$ cat src/rtl/systolic_pkg.sv
// Shared types and helpers for the 2x2 systolic matrix-multiply engine.
// Holds the FSM state encoding, datapath widths and the result scaling function.
package systolic_pkg;

    typedef enum logic [2:0] {
        IDLE,
        LOAD,
        COMPUTE,
        OUTPUT,
        DONE
    } state_e;

    localparam int OPW  = 8;
    localparam int PW   = 2 * OPW;
    localparam int ACCW = 2 * OPW + 1;

    localparam logic [3:0] LOAD_LAST = 4'd8;
    localparam logic [3:0] ADDR_LAST = 4'd7;
    localparam logic [3:0] COMP_LAST = 4'd3;

    localparam logic signed [ACCW-1:0] ACC_MAX = 127;
    localparam logic signed [ACCW-1:0] ACC_MIN = -128;
    localparam logic signed [OPW-1:0]  RES_MAX = 127;
    localparam logic signed [OPW-1:0]  RES_MIN = -128;

    // Arithmetic shift then clamp into the int8 range.
    function automatic logic signed [OPW-1:0] sat_shift(input logic signed [ACCW-1:0] acc,
                                                        input int shift);
        logic signed [ACCW-1:0] s;
        s = acc >>> shift;
        if (s > ACC_MAX) begin
            return RES_MAX;
        end else if (s < ACC_MIN) begin
            return RES_MIN;
        end else begin
            return s[OPW-1:0];
        end
    endfunction

endpackage

$ cat src/rtl/systolic_pe.sv
// One processing element: signed multiply-accumulate with registered
// forwarding of the a operand to the right and the b operand downwards.
module systolic_pe
    import systolic_pkg::*;
(
    input  logic                   clk,
    input  logic                   rst_n,
    input  logic                   clr,
    input  logic                   en,
    input  logic signed [OPW-1:0]  a_in,
    input  logic signed [OPW-1:0]  b_in,
    output logic signed [OPW-1:0]  a_out,
    output logic signed [OPW-1:0]  b_out,
    output logic signed [ACCW-1:0] acc
);

    logic signed [OPW-1:0]  a_q, a_d;
    logic signed [OPW-1:0]  b_q, b_d;
    logic signed [ACCW-1:0] acc_q, acc_d;
    logic signed [PW-1:0]   prod;

    always_comb begin
        prod  = PW'(a_in) * PW'(b_in);
        a_d   = a_q;
        b_d   = b_q;
        acc_d = acc_q;
        // Clearing the forwarding registers too keeps stale operands out of the next run.
        if (clr) begin
            a_d   = '0;
            b_d   = '0;
            acc_d = '0;
        end else if (en) begin
            a_d   = a_in;
            b_d   = b_in;
            acc_d = acc_q + ACCW'(prod);
        end
    end

    always_ff @(posedge clk or negedge rst_n) begin
        if (!rst_n) begin
            a_q   <= '0;
            b_q   <= '0;
            acc_q <= '0;
        end else begin
            a_q   <= a_d;
            b_q   <= b_d;
            acc_q <= acc_d;
        end
    end

    assign a_out = a_q;
    assign b_out = b_q;
    assign acc   = acc_q;

endmodule

$ cat src/rtl/systolic_matmul_2x2.sv
// 2x2 signed int8 matrix multiply: loads A and B from a registered-read register
// file, runs an output-stationary systolic array, streams saturated results out.
module systolic_matmul_2x2
    import systolic_pkg::*;
#(
    parameter int W      = 8,
    parameter int ADDR_W = 7,
    parameter int BASE_A = 0,
    parameter int BASE_B = 4,
    parameter int SHIFT  = 0
) (
    input  logic              clk,
    input  logic              rst_n,
    input  logic              start,
    output logic              busy,
    output logic              done,
    output logic [ADDR_W-1:0] rd_addr,
    input  logic [W-1:0]      rd_data,
    output logic              res_valid,
    input  logic              res_ready,
    output logic [W-1:0]      res_data,
    output logic [1:0]        res_idx
);

    state_e                   state_q, state_d;
    logic [3:0]               cnt_q, cnt_d;
    logic [ADDR_W-1:0]        rd_addr_q, rd_addr_d;
    logic signed [W-1:0]      op_q [8];
    logic signed [W-1:0]      op_d [8];
    logic                     res_valid_q, res_valid_d;
    logic [W-1:0]             res_data_q, res_data_d;
    logic [1:0]               res_idx_q, res_idx_d;

    logic                     pe_clr, pe_en;
    logic signed [W-1:0]      a_left [2];
    logic signed [W-1:0]      b_top [2];
    logic signed [W-1:0]      a_01, a_11, b_10, b_11;
    logic signed [W-1:0]      a_unused_0, a_unused_1, b_unused_0, b_unused_1;
    logic signed [ACCW-1:0]   acc_w [4];

    // Operand slot n: 0..3 are A row-major, 4..7 are B row-major.
    function automatic logic [ADDR_W-1:0] addr_of(input logic [3:0] n);
        if (n < 4'd4) begin
            return ADDR_W'(BASE_A) + ADDR_W'(n);
        end else begin
            return ADDR_W'(BASE_B) + ADDR_W'(n - 4'd4);
        end
    endfunction

    assign pe_clr = (state_q == IDLE) && start;
    assign pe_en  = (state_q == COMPUTE);

    // Skewed feed: row i of A lags by i cycles, column j of B lags by j cycles.
    always_comb begin
        a_left[0] = '0;
        a_left[1] = '0;
        b_top[0]  = '0;
        b_top[1]  = '0;
        if (state_q == COMPUTE) begin
            case (cnt_q[1:0])
                2'd0: begin
                    a_left[0] = op_q[0];
                    b_top[0]  = op_q[4];
                end
                2'd1: begin
                    a_left[0] = op_q[1];
                    a_left[1] = op_q[2];
                    b_top[0]  = op_q[6];
                    b_top[1]  = op_q[5];
                end
                2'd2: begin
                    a_left[1] = op_q[3];
                    b_top[1]  = op_q[7];
                end
                default: ;
            endcase
        end
    end

    systolic_pe u_pe00 (
        .clk(clk), .rst_n(rst_n), .clr(pe_clr), .en(pe_en),
        .a_in(a_left[0]), .b_in(b_top[0]), .a_out(a_01), .b_out(b_10), .acc(acc_w[0])
    );
    systolic_pe u_pe01 (
        .clk(clk), .rst_n(rst_n), .clr(pe_clr), .en(pe_en),
        .a_in(a_01), .b_in(b_top[1]), .a_out(a_unused_0), .b_out(b_11), .acc(acc_w[1])
    );
    systolic_pe u_pe10 (
        .clk(clk), .rst_n(rst_n), .clr(pe_clr), .en(pe_en),
        .a_in(a_left[1]), .b_in(b_10), .a_out(a_11), .b_out(b_unused_0), .acc(acc_w[2])
    );
    systolic_pe u_pe11 (
        .clk(clk), .rst_n(rst_n), .clr(pe_clr), .en(pe_en),
        .a_in(a_11), .b_in(b_11), .a_out(a_unused_1), .b_out(b_unused_1), .acc(acc_w[3])
    );

    always_comb begin
        state_d     = state_q;
        cnt_d       = cnt_q;
        rd_addr_d   = rd_addr_q;
        op_d        = op_q;
        res_valid_d = res_valid_q;
        res_data_d  = res_data_q;
        res_idx_d   = res_idx_q;
        case (state_q)
            IDLE: begin
                if (start) begin
                    state_d   = LOAD;
                    cnt_d     = '0;
                    rd_addr_d = addr_of(4'd0);
                end
            end
            LOAD: begin
                // Read data trails its address by one cycle, so slot cnt-1 lands now.
                if (cnt_q != 4'd0) begin
                    op_d[3'(cnt_q - 4'd1)] = rd_data;
                end
                if (cnt_q < ADDR_LAST) begin
                    rd_addr_d = addr_of(cnt_q + 4'd1);
                end
                if (cnt_q == LOAD_LAST) begin
                    state_d = COMPUTE;
                    cnt_d   = '0;
                end else begin
                    cnt_d = cnt_q + 4'd1;
                end
            end
            COMPUTE: begin
                if (cnt_q == COMP_LAST) begin
                    state_d = OUTPUT;
                    cnt_d   = '0;
                end else begin
                    cnt_d = cnt_q + 4'd1;
                end
            end
            OUTPUT: begin
                if (!res_valid_q) begin
                    res_valid_d = 1'b1;
                    res_idx_d   = 2'd0;
                    res_data_d  = sat_shift(acc_w[0], SHIFT);
                end else if (res_ready) begin
                    if (res_idx_q == 2'd3) begin
                        res_valid_d = 1'b0;
                        state_d     = DONE;
                    end else begin
                        res_idx_d  = res_idx_q + 2'd1;
                        res_data_d = sat_shift(acc_w[res_idx_q + 2'd1], SHIFT);
                    end
                end
            end
            DONE: begin
                state_d = IDLE;
            end
            default: begin
                state_d = IDLE;
            end
        endcase
    end

    always_ff @(posedge clk or negedge rst_n) begin
        if (!rst_n) begin
            state_q     <= IDLE;
            cnt_q       <= '0;
            rd_addr_q   <= '0;
            res_valid_q <= 1'b0;
            res_data_q  <= '0;
            res_idx_q   <= '0;
            for (int i = 0; i < 8; i++) begin
                op_q[i] <= '0;
            end
        end else begin
            state_q     <= state_d;
            cnt_q       <= cnt_d;
            rd_addr_q   <= rd_addr_d;
            res_valid_q <= res_valid_d;
            res_data_q  <= res_data_d;
            res_idx_q   <= res_idx_d;
            for (int i = 0; i < 8; i++) begin
                op_q[i] <= op_d[i];
            end
        end
    end

    assign busy      = (state_q == LOAD) || (state_q == COMPUTE) || (state_q == OUTPUT);
    assign done      = (state_q == DONE);
    assign rd_addr   = rd_addr_q;
    assign res_valid = res_valid_q;
    assign res_data  = res_data_q;
    assign res_idx   = res_idx_q;

endmodule

$ cat config.mk
export PLATFORM = sky130hd
export DESIGN_NAME = systolic_matmul_2x2
export DESIGN_NICKNAME = d
export VERILOG_FILES = /design/src/rtl/systolic_pkg.sv /design/src/rtl/systolic_pe.sv /design/src/rtl/systolic_matmul_2x2.sv
export SDC_FILE = /design/constraint.sdc
export NUM_CORES = 1
export LEC_CHECK = 0
export BUFFER_PORTS_ARGS = -buffer_cell sky130_fd_sc_hd__buf_2
export CAP_MARGIN = 25
export CORE_MARGIN = 4
export CORE_UTILIZATION = 67
export DETAILED_ROUTE_END_ITERATION = 8
export PLACE_DENSITY = 0.84
export SYNTH_ARGS = -nofsm -noshare
export SYNTH_HDL_FRONTEND = slang
export SYNTH_SLANG_ARGS = --single-unit
$ cat constraint.sdc
create_clock -name clk -period 16.8 [get_ports clk]
set_input_delay 1.68 -clock clk [delete_from_list [all_inputs] [get_ports clk]]
set_output_delay 1.68 -clock clk [all_outputs]
set_load 0.05 [all_outputs]
==> results of run 1 <==
[worst max-delay path by stage]
stage | cells after the start | to | from
after global placement | 18 | u_pe01.acc[16]$_DFFE_PN0P_ | cnt_q[0]$_DFFE_PN0P_
final | 18 | u_pe01.acc[16]$_DFFE_PN0P_ | cnt_q[0]$_DFFE_PN0P_
after CTS | 18 | u_pe01.acc[16]$_DFFE_PN0P_ | cnt_q[0]$_DFFE_PN0P_
after floorplan | 20 | u_pe01.acc[16]$_DFFE_PN0P_ | cnt_q[0]$_DFFE_PN0P_
after global routing | 18 | u_pe01.acc[16]$_DFFE_PN0P_ | cnt_q[0]$_DFFE_PN0P_
after detailed placement | 18 | u_pe01.acc[16]$_DFFE_PN0P_ | cnt_q[0]$_DFFE_PN0P_
[power breakdown]
part	switching (mW)	internal, mW	total, mW
logic	1.17	0.780	1.95
clock network	0.209	0.198	0.407
registers	0.263	0.634	0.898
[metal layers]
layer | global-route usage (%) | vias up | share of wire, %
met5 | 1.43 | - | 0.43
met4 | 11.1 | 10 | 3.8
met3 | 8.25 | 178 | 8.3
met2 | 50.6 | 666 | 49
met1 | 40.5 | 7596 | 39
li1 | - | 6555 | -
[final cells by class]
type,instances,area (um2)
timing repair buffer,44,282
tap,390,488
antenna,1,2.50
clock inverter,14,149
multi-input combinational,1458,14300
sequential,187,4680
clock buffer,17,425
fill,2058,8330
inverter,350,1310
[critical path: stages (launching register included)]
cell and delay [ps]:
dfrtp_1 530, inv_1 170, ha_1 420, nand2_1 380, nor2_1 600, and2_1 660
fa_1 580, fa_1 510, fa_1 570, fa_1 430, fa_1 440, ha_1 370
o21a_1 220, o31a_1 140, or4_1 420, a31oi_1 310, o21ai_0 170, xnor2_1 160
o21ai_0 100
[logic make-up after synthesis]
family / share of synthesized area, %
adder cells (fa/ha/maj): 39.7
AO/OA/AOI/OAI: 8.63
XOR/XNOR: 3.28
multiplexers: 5.47
buffers and inverters: 7.83
AND/OR/NAND/NOR: 12.3
flip-flops: 22.8
[state kept, by name, indices dropped and copies added (netlist names)]
register	cells
op_q	64
u_pe00.acc	17
u_pe01.acc	17
u_pe10.acc	17
u_pe11.acc	17
res_data	8
u_pe00.a_out	8
u_pe00.b_out	8
u_pe01.b_out	8
u_pe10.a_out	8
rd_addr	5
cnt_q	4
state_q	3
res_idx	2
res_valid	1
[stage by stage]
stage	std cells	setup slack [ps]	util [%]	hold slack [ps]	cell area, um2
final	2461	9470	72.2	496	21600
after global routing	2460	8990	72.2	527	21600
after CTS	2458	9480	72.1	504	21600
after detailed placement	2427	9520	70.2	485	21000
after global placement	2427	9860	70.2	462	21000
after floorplan	2068	10380	-	463	20600
[placed cells by master (no fill, tap or decap), types with 11 or more instances in the layout]
master,n
inv_1,349
nand3_1,25
buf_4,12
a21oi_1,100
o21ai_0,67
buf_2,30
a21o_1,15
and3_1,12
xnor2_1,52
and2_1,99
dfrtp_1,187
nand2_1,228
xor2_1,25
nor2_1,121
ha_1,164
mux2_2,64
mux4_2,14
a22oi_1,26
clkbuf_16,17
fa_1,305
nand2b_1,21
a22o_1,16
o31ai_1,11
==> impl_metrics.json, run 1 <==
{
  "endpoint_kind": "flip-flop",
  "path_class": "flip-flop to flip-flop",
  "io_buffers": 31,
  "hp-start": "res_data[7]$_DFFE_PN0P_",
  "final.min_clock_period_ps": 7330,
  "rr_endpoint": "u_pe01.acc[16]$_DFFE_PN0P_",
  "p_total_mw": 3.26,
  "netlist.area_leader.share_pct": 29.7,
  "start_kind": "flip-flop",
  "fmax_mhz": 136,
  "clockBufferDepth": 2,
  "async_flop_share_pct": 100,
  "syn-num-nets": 2549,
  "rr_worst_depth": 18,
  "dieArea_um2": 33500,
  "worst_pin_slew_ps": 1090,
  "via_per_inst": 6.10,
  "hold_end": "res_data[7]$_DFFE_PN0P_",
  "ys_seq_area_share_pct": 22.8,
  "synth.largest_area_cell": "fa_1",
  "synth_edf_count": 0,
  "hold_viol": 0,
  "finalClockSkew_ps": 19.9,
  "final_nets": 2539,
  "syn2layout_area_growth_pct": 5.20,
  "drtAntennaViolNets": 0,
  "ys_types": 59,
  "worst-path-max-fanout": 16,
  "rrSetupSlack_ps": 9470,
  "r2r-start": "cnt_q[0]$_DFFE_PN0P_",
  "drive_above_1_share_pct": 8.50,
  "cts_max_level": 4,
  "fin_tns_setup_ps": 0,
  "placement_rows": 63,
  "synth_top_flop_cell": "dfrtp_1",
  "grt_use_total_pct": 31.1,
  "worst_ir_drop_vdd_uv": 112,
  "cts.repair.resized": 0,
  "ys_ff_latch": 187,
  "worstPathRequired_ps": 17100,
  "path_clk_slew_ps": 90,
  "avgSynthCellArea_um2": 9.94,
  "synth.area.top_cells": "fa_1 30%, dfrtp_1 23%, ha_1 10%",
  "cts_tree": "yes",
  "drc": 0,
  "vias": 15005,
  "cap_violations": 0,
  "fin_crit_sh_pct": 43.6,
  "rsz0062_at_grt": "no",
  "cts_setup_buffers": 0,
  "power.density_nw_per_um2": 151,
  "first_iter_violations": 1209,
  "hp-class": "flip-flop to flip-flop",
  "die_h_um": 183,
  "core_um2": 30000,
  "power.leakage_nw": 11.1,
  "wirelength_mm": 48.8,
  "syn_inst": 2068,
  "status": "complete, no violations",
  "worstPathArrival_ps": 7630,
  "synth.most_common_cell": "inv_1",
  "gp_congestion": 0.936,
  "slew_viol_final": 0,
  "insertion_delay_ps": 460,
  "maxSlewHeadroom_pct": 27.2,
  "cts_sinks": 187,
  "die_x_um": 183,
  "start_util_pct": 68.6,
  "grt_pass1_vias": 16488,
  "grt_pass1_wl_mm": 83.1,
  "pin_count": 32,
  "hold_buffers": 0,
  "antenna_found_initial": 3,
  "holdPathStages": 2,
  "yosysWarnings": 0,
  "gr-total-overflow": 0,
  "setup_viol_count_final": 0,
  "firstDrtPassIters": 6,
  "dpl.hpwl_mm": 38.1,
  "cts_buffers": 17,
  "grt_max_degree": 113,
  "syn-cell-area_um2": 20600,
  "yosys-top-cells-count": "349 x inv_1, 305 x fa_1, 228 x nand2_1",
  "root_buffer": "clkbuf_16",
  "wire_per_inst_um": 19.8
}
(Power assumes the default switching activity.)
==> run 2, diff against run 1 <==
Settings changed: ABC_AREA set to 1, CORE_UTILIZATION 67 to 66, PLACE_DENSITY 0.84 to 0.83.
Clock period 16.8 ns to 7.26 ns, I/O delays scaled along.
==> impl_metrics.json, run 2 <==
{
  "io_buffers": 31,
  "start_util_pct": 66.8,
  "placed_area_um2": 21500,
  "worst_pin_slew_ps": 940,
  "gr-total-overflow": 0,
  "layout_commonest_cell": "nand2_1",
  "ys_ff_latch": 187,
  "syn2layout_area_growth_pct": 5.20,
  "synthAdderAreaFrac_pct": 38.8,
  "antenna_found_initial": 0,
  "cts_buffers": 17,
  "drive_above_1_share_pct": 4.35,
  "synth.most_common_cell": "nand2_1",
  "largest_reg_flops": 64,
  "multiInputGateArea_um2": 14000,
  "synth_top_flop_cell": "dfrtp_1",
  "clockBufferDepth": 2,
  "synth_compound_area_share_pct": 8.98,
  "final_area_um2": 22100,
  "cts_setup_buffers": 0,
  "rsz0062_at_grt": "no",
  "synth_top_family_by_area": "adder cells",
  "area.sequential_um2": 4680,
  "pin_count": 32,
  "grt_pass1_vias": 17418,
  "dpl.hpwl_mm": 43.4,
  "worstPathRequired_ps": 7620,
  "use_met2_pct": 54.1,
  "final_cell_mix": "575 x nand2_1, 524 x inv_1, 305 x fa_1",
  "nFillCells": 2419,
  "grt_use_total_pct": 32.9,
  "placement_rows": 65,
  "grt-busiest-layer": "met2",
  "wirelength_mm": 54.8,
  "worst-path-max-fanout": 18,
  "yosys-top-cells-count": "576 x nand2_1, 525 x inv_1, 305 x fa_1",
  "slew_viol_final": 0,
  "power.leakage_nw": 12.2,
  "hp-class": "primary input to asynchronous set/reset pin",
  "synth.area.top_cells": "fa_1 29%, dfrtp_1 22%, nand2_1 10%",
  "top_register": "op_q",
  "grtUsageMet3_pct": 5.59,
  "power.density_nw_per_um2": 362,
  "synth.largest_area_cell": "fa_1",
  "grt_max_degree": 76,
  "insertion_delay_ps": 470,
  "setup_viol_count_final": 0,
  "fin_tns_setup_ps": 0,
  "dpl_worst_slack_ps": 361,
  "final_nets": 2994,
  "finalClockSkew_ps": 14.4,
  "path_clk_slew_ps": 80,
  "fmax_mhz": 150,
  "worst_ir_drop_vdd_uv": 419,
  "drc": 0,
  "die_h_um": 187,
  "syn_inst": 2511,
  "maxSlewHeadroom_pct": 37.3,
  "netlist.area_leader.share_pct": 29.0,
  "setup_ws_ps": 585,
  "final.min_clock_period_ps": 6680,
  "drtAntennaViolNets": 0,
  "ys_types": 44,
  "wire_per_inst_um": 18.7,
  "hold_viol": 0,
  "via_per_inst": 5.78,
  "p_total_mw": 8.01,
  "first_iter_violations": 1751,
  "status": "complete, no violations",
  "async_flop_share_pct": 100,
  "syn-num-nets": 2992,
  "avgSynthCellArea_um2": 8.38,
  "muxShareOfSynthArea_pct": 0,
  "die_x_um": 187,
  "ys_seq_area_share_pct": 22.2,
  "endpoint_kind": "flip-flop",
  "worstPathArrival_ps": 7040,
  "gp_congestion": 0.987,
  "synthSimpleGateAreaFrac_pct": 17.4,
  "syn-cell-area_um2": 21000,
  "grt_pass1_wl_mm": 91.1,
  "cts_sinks": 187,
  "use_met1_pct": 44.5,
  "dieArea_um2": 34800,
  "core_um2": 31500,
  "cap_violations": 0,
  "cts_max_level": 4,
  "vias": 16917,
  "path_class": "flip-flop to flip-flop",
  "synth_xor_area_share_pct": 1.46,
  "start_kind": "flip-flop",
  "fin_cells": 2928,
  "n_antenna_cell": 0,
  "synth_edf_count": 0,
  "root_buffer": "clkbuf_16",
  "firstDrtPassIters": 8,
  "yosysWarnings": 0,
  "fin_crit_sh_pct": 91.9,
  "dp_cells": 2896,
  "cts_tree": "yes"
}
[run 2: cell count changes after synthesis, moves of 64 or more]
cell	change
o21ai_0	+108
inv_1	+176
nor2_1	+65
mux2_2	-64
nand2_1	+348
and2_1	-99
[run 2: layout make-up]
cell class | instances | share of cell area, %
Inverter | 535 | 9.12
Tap cell | 402 | 2.27
Clock inverter | 14 | 0.803
Multi-Input combinational cell | 1722 | 63.3
Timing Repair Buffer | 50 | 1.39
Sequential cell | 187 | 21.2
Clock buffer | 18 | 1.94
[run 2: path summary, 6_finish.rpt]
kind / depth (start not counted) / slack, ps / startpoint / endpoint
max in group asynchronous: 2 / 5680 / rst_n / cnt_q[0]$_DFFE_PN0P_
hold reg to reg: 2 / 470 / res_data[6]$_DFFE_PN0P_ / res_data[6]$_DFFE_PN0P_
min in group clk: 2 / 470 / res_data[6]$_DFFE_PN0P_ / res_data[6]$_DFFE_PN0P_
hold / removal: 1 / 210 / rst_n / u_pe10.acc[6]$_DFFE_PN0P_
setup reg to reg: 23 / 580 / cnt_q[0]$_DFFE_PN0P_ / u_pe01.acc[16]$_DFFE_PN0P_
setup / recovery: 23 / 580 / cnt_q[0]$_DFFE_PN0P_ / u_pe01.acc[16]$_DFFE_PN0P_
[run 2: repair_timing]
action                                  CTS  global route
gates resized for setup                   0             2
hold buffers                              0             0
endpoints found under the setup margin    0             6
[run 2: cells by family after synthesis]
| group | after synthesis |
|---|---|
| AO/OA/AOI/OAI | 334 |
| XOR/XNOR | 33 |
| adder cells (fa/ha/maj) | 469 |
| buffers and inverters | 602 |
| flip-flops | 187 |
| AND/OR/NAND/NOR | 886 |
[run 2: per-layer routing]
| layer | up-vias | share of wire [%] |
|---|---|---|
| met2 | 779 | 48 |
| met4 | 0 | 4.3 |
| met3 | 133 | 8.0 |
| met5 | - | 0 |
| li1 | 7702 | - |
| met1 | 8303 | 40 |
[run 2: worst max-delay path: stages, from the launching register on]
cell and delay (ps):
dfrtp_2 600, inv_6 120, ha_1 590, inv_4 160
nor2_4 510, nand2_1 360, inv_1 160, nand2_1 160
fa_1 700, inv_1 130, fa_1 630, inv_1 70
fa_1 470, inv_1 50, fa_1 440, ha_1 300
ha_1 340, nand2_1 90, nor3_1 220, nand3_1 120
nand3_1 140, nand3_1 80, nand3_1 80, nand2_1 50
[run 2: where the power goes]
| group | total (mW) | switching, mW | internal [mW] |
|---|---|---|---|
| Combinational | 5.06 | 3.39 | 1.67 |
| Sequential | 1.95 | 0.484 | 1.47 |
| Clock | 0.999 | 0.504 | 0.495 |
| Total | 8.01 | 4.37 | 3.63 |
[run 2: per-stage QoR]
step                      hold WS, ps  utilization [%]
after global routing              245             70.3
after CTS                         222             70.3
after detailed placement          461             68.4
final                             206             70.3
after floorplan                   430                -
after global placement            458             68.4
==> run 3, diff against run 2 <==
Clock period 7.26 ns to 7.6 ns, I/O delays scaled along.
==> impl_metrics.json, run 3 (same netlist as run 2, synthesis figures left out) <==
{
  "fmax_mhz": 141,
  "placed_area_um2": 21500,
  "rr_worst_depth": 22,
  "wirelength_mm": 55.4,
  "dieArea_um2": 34800,
  "layout_commonest_cell": "nand2_1",
  "worst_ir_drop_vdd_uv": 329,
  "via_per_inst": 5.82,
  "worstPathArrival_ps": 7420,
  "gp_congestion": 0.994,
  "rrSetupSlack_ps": 530,
  "grt_pass1_vias": 17441,
  "final_cell_mix": "575 x nand2_1, 524 x inv_1, 305 x fa_1",
  "drc": 0,
  "r2r-start": "cnt_q[0]$_DFFE_PN0P_",
  "worstPathRequired_ps": 7950,
  "power.leakage_nw": 12.1,
  "p_comb_share_pct": 63.8,
  "hp-class": "primary input to asynchronous set/reset pin",
  "slew_viol_final": 0,
  "cap_violations": 0,
  "cts_tree": "yes",
  "drtAntennaViolNets": 0,
  "endpoint_kind": "flip-flop",
  "maxSlewHeadroom_pct": 36.9,
  "fin_tns_setup_ps": 0,
  "worst_pin_slew_ps": 946,
  "placement_rows": 65,
  "crit_end": "u_pe10.acc[14]$_DFFE_PN0P_",
  "final_nets": 2991,
  "worst-path-max-fanout": 18,
  "insertion_delay_ps": 470,
  "finalClockSkew_ps": 10.7,
  "path_clk_slew_ps": 80,
  "grt_max_degree": 119,
  "cts_buffers": 17,
  "pin_count": 32,
  "power.switching_mw": 4.18,
  "power.internal_mw": 3.44,
  "core_um2": 31500,
  "fin_hold_ws_ps": 206,
  "grt_use_total_pct": 33.1,
  "setup_ws_ps": 530,
  "io_buffers": 31,
  "largest_reg_flops": 64,
  "drive_above_1_share_pct": 4.20,
  "setup_viol_count_final": 0,
  "fin_crit_sh_pct": 93.0,
  "start_util_pct": 66.8,
  "wire_per_inst_um": 18.9,
  "cts_sinks": 187,
  "seqPwrFrac_pct": 24.4,
  "dpl.hpwl_mm": 43.5,
  "pwr-share-clk_pct": 11.8,
  "syn2layout_area_growth_pct": 5.07,
  "hold_buffers": 0,
  "rr_endpoint": "u_pe10.acc[14]$_DFFE_PN0P_",
  "grt_pass1_wl_mm": 91.4,
  "antenna_found_initial": 0,
  "n_antenna_cell": 0,
  "start_kind": "flip-flop",
  "top_register": "op_q",
  "cts.repair.resized": 0,
  "hold_viol": 0,
  "root_buffer": "clkbuf_16",
  "crit_start": "cnt_q[0]$_DFFE_PN0P_",
  "die_x_um": 187,
  "clockBufferDepth": 2,
  "final.min_clock_period_ps": 7070,
  "status": "complete, no violations",
  "cts_max_level": 4,
  "path_class": "flip-flop to flip-flop",
  "firstDrtPassIters": 5,
  "die_h_um": 187,
  "p_sw_share_pct": 54.9,
  "rsz0062_at_grt": "no",
  "dpl_worst_slack_ps": 672,
  "gr-total-overflow": 0,
  "power.density_nw_per_um2": 344,
  "first_iter_violations": 1898,
  "vias": 17024,
  "final_area_um2": 22100,
  "cts_setup_buffers": 0
}
run 3: cell count changes in the layout (fill, tap and decap cells not counted), sizes merged:
cell and delta:
clkinvlp +1, bufinv -1, inv +2, buf -3, clkbuf +1, clkinv -3
run 3: layout make-up:
type | instances | area, um2
Clock buffer | 19 | 433
Clock inverter | 13 | 130
Fill cell | 2418 | 9370
Inverter | 535 | 2020
Multi-Input combinational cell | 1722 | 14000
Sequential cell | 187 | 4680
Tap cell | 402 | 503
Timing Repair Buffer | 47 | 324
run 3: per-layer routing:
layer | routed length [um] | global-route usage (%)
met1 | 21800 | 44.4
met2 | 27000 | 55.3
met3 | 4280 | 5.37
met4 | 2300 | 12.1
met5 | 0 | 0
run 3: critical path: stages, from the launching register on:
cell     delay [ps]
dfrtp_1         750
inv_6           140
ha_1            600
inv_4           150
nor2_4          510
nand2_1         300
nor2_1          150
buf_4           240
inv_1            80
fa_1            490
inv_1            50
fa_1            490
fa_1            580
fa_1            440
fa_1            460
ha_1            370
nand2_1          90
o21ai_0         470
a21oi_1         120
o21ai_0         250
nand2_1          80
nand2_1          60
o21ai_0          60
run 3: worst min path at each step:
stage | startpoint | to | slack, ps | depth (start not counted)
3_3_place_gp | res_data[6]$_DFFE_PN0P_ | res_data[6]$_DFFE_PN0P_ | 460 | 2
3_5_place_dp | res_data[2]$_DFFE_PN0P_ | res_data[2]$_DFFE_PN0P_ | 460 | 2
4_1_cts | rst_n | u_pe10.acc[9]$_DFFE_PN0P_ | 470 | 1
2_1_floorplan | op_q[32]$_DFFE_PN0P_ | op_q[32]$_DFFE_PN0P_ | 450 | 2
5_1_grt | rst_n | u_pe10.acc[9]$_DFFE_PN0P_ | 230 | 1
6_report | rst_n | u_pe10.acc[9]$_DFFE_PN0P_ | 210 | 1
run 3: power by group through the flow:
stage	combinational [mW]	clock, mW	sequential (mW)
6_report	4.86	0.899	1.85
3_5_place_dp	4.73	0	1.85
3_3_place_gp	4.56	0	1.83
2_1_floorplan	3.52	0	1.75
4_1_cts	4.79	0.900	1.84
5_1_grt	5.48	0.943	1.89
run 3: metrics by stage:
step                util, %  power, mW  instances
global route           70.2       8.32       2925
finish                 70.2       7.61       2925
detailed placement     68.3       6.58       2891
CTS                    70.0       7.52       2923
global placement       68.3       6.39       2891
floorplan                 -       5.27       2511
